<file path="config.mk">
export PLATFORM = sky130hd
export DESIGN_NAME = shadow_regfile
export DESIGN_NICKNAME = d
export VERILOG_FILES = /design/src/rtl/lockstep_pkg.sv /design/src/rtl/shadow_regfile.sv
export SDC_FILE = /design/constraint.sdc
export NUM_CORES = 1
export LEC_CHECK = 0
export BUFFER_PORTS_ARGS = -buffer_cell sky130_fd_sc_hd__buf_2
export CORE_MARGIN = 8
export CORE_UTILIZATION = 55
export DETAILED_ROUTE_END_ITERATION = 12
export PLACE_DENSITY = 0.71
export RECOVER_POWER = 50
export SYNTH_ARGS = -nofsm -noshare
export SYNTH_HDL_FRONTEND = slang
export SYNTH_SLANG_ARGS = --single-unit
</file>
<file path="constraint.sdc">
create_clock -name clk_i -period 4.8 [get_ports clk_i]
set_input_delay 0.48 -clock clk_i [delete_from_list [all_inputs] [get_ports clk_i]]
set_output_delay 0.48 -clock clk_i [all_outputs]
set_load 0.02 [all_outputs]
</file>
<file path="src/rtl/lockstep_pkg.sv">
// lockstep_pkg: shared types and sizes for the dual-core lockstep checker.
package lockstep_pkg;
    localparam int REG_ADDR_W = 5;
    localparam int NUM_REGS   = 32;
    localparam int XLEN       = 32;
    typedef enum logic [1:0] {RUN, HALT, RESTORE, RESUME} state_e;
endpackage

</file>
<file path="src/rtl/shadow_regfile.sv">
// shadow_regfile: golden copy of registers x1..x31; x0 reads as zero.
module shadow_regfile
    import lockstep_pkg::*;
(
    input  logic                  clk_i,
    input  logic                  rst_ni,
    input  logic                  we_i,
    input  logic [REG_ADDR_W-1:0] waddr_i,
    input  logic [XLEN-1:0]       wdata_i,
    input  logic [REG_ADDR_W-1:0] raddr_i,
    output logic [XLEN-1:0]       rdata_o
);
    logic [XLEN-1:0] regs_q [1:NUM_REGS-1];
    always_ff @(posedge clk_i or negedge rst_ni) begin
        if (!rst_ni) begin
            for (int i = 1; i < NUM_REGS; i++) regs_q[i] <= '0;
        end else if (we_i && waddr_i != '0) begin
            regs_q[waddr_i] <= wdata_i;
        end
    end
    assign rdata_o = raddr_i == '0 ? '0 : regs_q[raddr_i];
endmodule

</file>
Word level (Yosys, flattened, before mapping). Index checks and enable logic that the tools add are counted. W data, S select, Z words.

Word-level logic and storage cells: 47. Register bits after elaboration: 992. Bits of input ports: 45.

Reductions and logical operators: 4. Order comparisons: 3. Bitwise operators: 2. Muxes and demuxes: 7.

Operators with widths (number): $bwmux W992 (1); $bmux W32 S5 (1); $demux W32 S5 (1); $mux W32 (4); $ge A6 B6 Y1 const B (2); $not A5 Y6 (2); $lt A6 B1 Y1 const B (1); $logic_not A5 Y1 (1); $reduce_bool A5 Y1 (1); $logic_and A1 B1 Y1 (2).

Depth between registers and ports, before layout.
Depth in word-level cells: 6. Depth in mapped cells: 9.

Worst setup path after synthesis. Ideal clock, no wire load.

Kind: input to output. Start: in raddr_i[1]. End: out rdata_o[10]. Data required time: 4.320 ns. Path buffers: 4. Path slack: 2.111 ns. Data arrival time: 2.209 ns. Stages: 8. Path through: buf_4 -> buf_6 -> or2_1 -> buf_2 -> buf_2 -> o22ai_1 -> nor3_1 -> nor4_1.

Longest elaborated chain between the ends: 5. Elaborated cells between the ends (all ways): 6. Classes of those cells: mux (4); bitwise (1); reduce/logical (1).

RTL lines: start: declaration (RTL line shadow_regfile.sv:10) `input logic [REG_ADDR_W-1:0] raddr_i,`; $not A5 Y6 (implied by the code) (RTL line shadow_regfile.sv:21) `assign rdata_o = raddr_i == '0 ? '0 : regs_q[raddr_i];`; $bmux W32 S5 (RTL line shadow_regfile.sv:21); $mux W32 (implied by the code) (2 in a row) (RTL line shadow_regfile.sv:21); $mux W32 * (RTL line shadow_regfile.sv:21); end: declaration (RTL line shadow_regfile.sv:11) `output logic [XLEN-1:0] rdata_o`.

Every way passes the cells marked *; elsewhere a longest branch is shown, timed or not. The select of a mux whose other input is x is not followed.

==> flow_metrics.py <==
metrics = {
    "outcome": {
        "status": "finished with violations",
        "violations": "capacitance limit, slew limit",
    },
    "sta": {
        "slew_headroom_pct": -116.1,
        "finalSetupViolations": 0,
        "fmax_mhz": 266.2,
        "timing.hold.ws_ps": 430.7,
        "fin_skew_ps": 0,
        "slew_violations": 262,
        "min_period_over_period_pct": 78.25,
        "finalHoldViolCount": 0,
        "min_period_ps": 3756,
        "worst_pin_slew_ps": 3242,
        "fin_tns_setup_ps": 0,
        "rsz0062_at_grt": "false",
    },
    "final_layout": {
        "top_regs": "regs_q x992",
        "areaGrowthSynthToFinish_pct": 10.46,
        "largest_reg_flops": 992,
        "fill_cells": 6104,
        "regMostFlops": "regs_q",
        "fin_nets": 3161,
        "final_core_util_pct": 61.23,
        "drive_gt1_share_pct": 42.52,
    },
    "grt": {
        "grt.overflow.total": 0,
        "antenna_found_initial": 11,
        "grt_max_degree": 125,
        "grt_pass1_vias": 29690,
        "grt_pass1_wl_um": 187700,
        "grtUsageTotal_pct": 26.97,
    },
    "power_and_ir_drop": {
        "max-vdd-ir-drop_mv": 0.3397,
        "p_total_mw": 22.66,
        "p_leak_nw": 23.13,
        "power.density_nw_per_um2": 452.2,
    },
    "floorplan": {
        "num_rows": 105,
        "ios": 77,
        "die_h_um": 303.2,
        "initial_core_util_pct": 55.43,
        "die_x_um": 303.2,
        "core-area_sq_um": 81850,
        "die_area_sq_um": 91930,
    },
    "critical_path": {
        "end_kind": "asynchronous set/reset pin",
        "crit_required_ps": 5390,
        "arrival_ps": 4350,
        "rr_endpoint": "regs_q[804]$_DFFE_PN0P_",
        "reg2reg_from": "regs_q[804]$_DFFE_PN0P_",
        "worstSetupPathType": "input pin to asynchronous set/reset pin",
        "rrSetupSlack_ps": 3950,
        "cp-start-kind": "input pin",
        "r2r_cells": 1,
        "cp_max_fo": 105,
    },
    "logic_synthesis": {
        "yosys_warnings": 0,
        "synthDistinctLibCells": 34,
        "postSynthCellCount": 3162,
        "yosysSeqAreaShare_pct": 54.72,
        "syn_area_sq_um": 45370,
        "synth_nets": 3207,
        "ys_ff_latch": 992,
        "syn_avg_cell_area_sq_um": 14.35,
    },
    "run": {
        "maxCapViolations": 10,
    },
    "min_path": {
        "hp-start": "wdata_i[24]",
        "hold_path_class": "input pin to flip-flop",
        "hold_end": "regs_q[856]$_DFFE_PN0P_",
        "hold_depth": 2,
    },
    "clocking": {
        "cts_buffers": 105,
        "insertion_delay_ps": 660,
        "path_clk_slew_ps": 60,
        "cts_tree": "yes",
        "root_buffer": "clkbuf_16",
        "htreeDepth": 3,
        "clock_sinks": 992,
        "clk_path_buf_depth": 3,
    },
    "route": {
        "drtPass1Iterations": 5,
        "avgRoutedWirePerCell_um": 28.62,
        "drc_errors": 0,
        "ant_nets": 0,
        "drt_iter0_markers": 2186,
        "vias": 27420,
        "viasPerCell": 6.415,
        "routed_wl_um": 122300,
    },
    "placement": {
        "gp_congestion": 0.8090,
        "dp_hpwl_um": 73820,
        "port_buffers": 76,
    },
}
## synth_stat cells, drive strengths merged
cell type,instances,area share [%]
nand3,1,0.011
a211oi,32,0.53
buf,173,2.2
or3,3,0.041
nor2,13,0.11
nor3b,2,0.055
dfrtp,992,55
nor3,67,0.75
a221o,32,0.71
clkbuf,146,1.2
and2,1,0.014
a21oi,32,0.35
nand2b,7,0.097
mux2,1024,25
nand4,1,0.014
nor2b,37,0.51
nor4,33,0.47
nand2,15,0.13
and3,2,0.028
mux4,64,3.2
o22ai,128,1.8
or2,2,0.028
a22oi,32,0.53
nand4b,3,0.058
mux2i,320,7.1
## kinds of logic after synthesis
group	count (synthesis)	share of synthesized area [%]
multiplexers	1408	35.65
AO/OA/AOI/OAI	256	3.883
flip-flops	992	54.72
buffers and inverters	319	3.434
AND/OR/NAND/NOR	187	2.311
## per-layer routing
metal / vias to the layer above / wire, um / GRT usage, %
li1: 11560 / - / -
met1: 14730 / 52560 / 36.79
met2: 843 / 57910 / 43.10
met3: 271 / 7380 / 5.262
met4: 12 / 4415 / 9.749
met5: - / 81 / 0
## what timing repair did
item	4_1_cts	5_1_grt
endpoints found under the hold margin	84	0
hold buffers	1	0
resized for setup	0	0
buffers inserted	0	0
## where the power goes
part / leakage (nW) / switching [mW] / internal, mW / total [mW]
clock network: 1.81 / 3.32 / 5.04 / 8.36
logic: 8.64 / 1.53 / 1.94 / 3.47
registers: 12.7 / 0.837 / 10.0 / 10.8
total: 23.1 / 5.69 / 17.0 / 22.7
## worst max-delay path by stage
stage          startpoint                       to  slack (ps)  depth (start not counted)
2_1_floorplan  raddr_i[1]              rdata_o[10]        2110                          8
3_3_place_gp   raddr_i[1]              rdata_o[11]        1110                          7
3_5_place_dp   raddr_i[1]              rdata_o[17]        1090                          7
4_1_cts        raddr_i[1]              rdata_o[17]        1110                          7
5_1_grt            rst_ni  regs_q[101]$_DFFE_PN0P_         540                          3
6_report           rst_ni  regs_q[217]$_DFFE_PN0P_        1040                          3
## cell type report
type                    instances  area, sq um  share of cell area, %
flip-flops and latches        992        24820                  49.53
multi-input cells            1851        19070                  38.05
clock buffers                 151         3123                  6.232
well taps                    1070         1339                  2.671
repair buffers                166         1270                  2.534
clock inverters                43        483.0                 0.9637
diodes                          2        5.005               0.009987
## critical path: stages
cell and delay, ps:
dlygate4sd3_1 520, clkbuf_2 2150, clkbuf_1 1000
## stage by stage
| step | setup WS, ps | instance area [sq um] | cells |
|---|---|---|---|
| 3_5_place_dp | 1088 | 46630 | 4078 |
| 5_1_grt | 536.7 | 50110 | 4274 |
| 3_3_place_gp | 1111 | 46630 | 4078 |
| 4_1_cts | 1106 | 50250 | 4273 |
| 6_report | 1044 | 50110 | 4275 |
| 2_1_floorplan | 2111 | 45370 | 3162 |
## cell usage in the layout (no fill, tap or decap), types with 3 or more instances in the layout
| cell | instances |
|---|---|
| inv_6 | 4 |
| mux4_2 | 64 |
| nor4_1 | 32 |
| mux2_2 | 941 |
| bufinv_16 | 10 |
| clkbuf_8 | 28 |
| nor2b_1 | 35 |
| nand2b_1 | 3 |
| nand2_1 | 12 |
| nand4b_1 | 3 |
| a21oi_1 | 32 |
| nor2_1 | 10 |
| mux2i_1 | 320 |
| nor3_1 | 66 |
| buf_4 | 67 |
| dfrtp_1 | 992 |
| a22oi_1 | 32 |
| clkinv_2 | 28 |
| buf_2 | 70 |
| buf_12 | 17 |
| a211oi_1 | 32 |
| clkbuf_16 | 107 |
| mux2_1 | 83 |
| nor2_4 | 3 |
| clkbuf_1 | 23 |
| o22ai_1 | 128 |
| a221o_1 | 32 |
(Power assumes the default switching activity.)
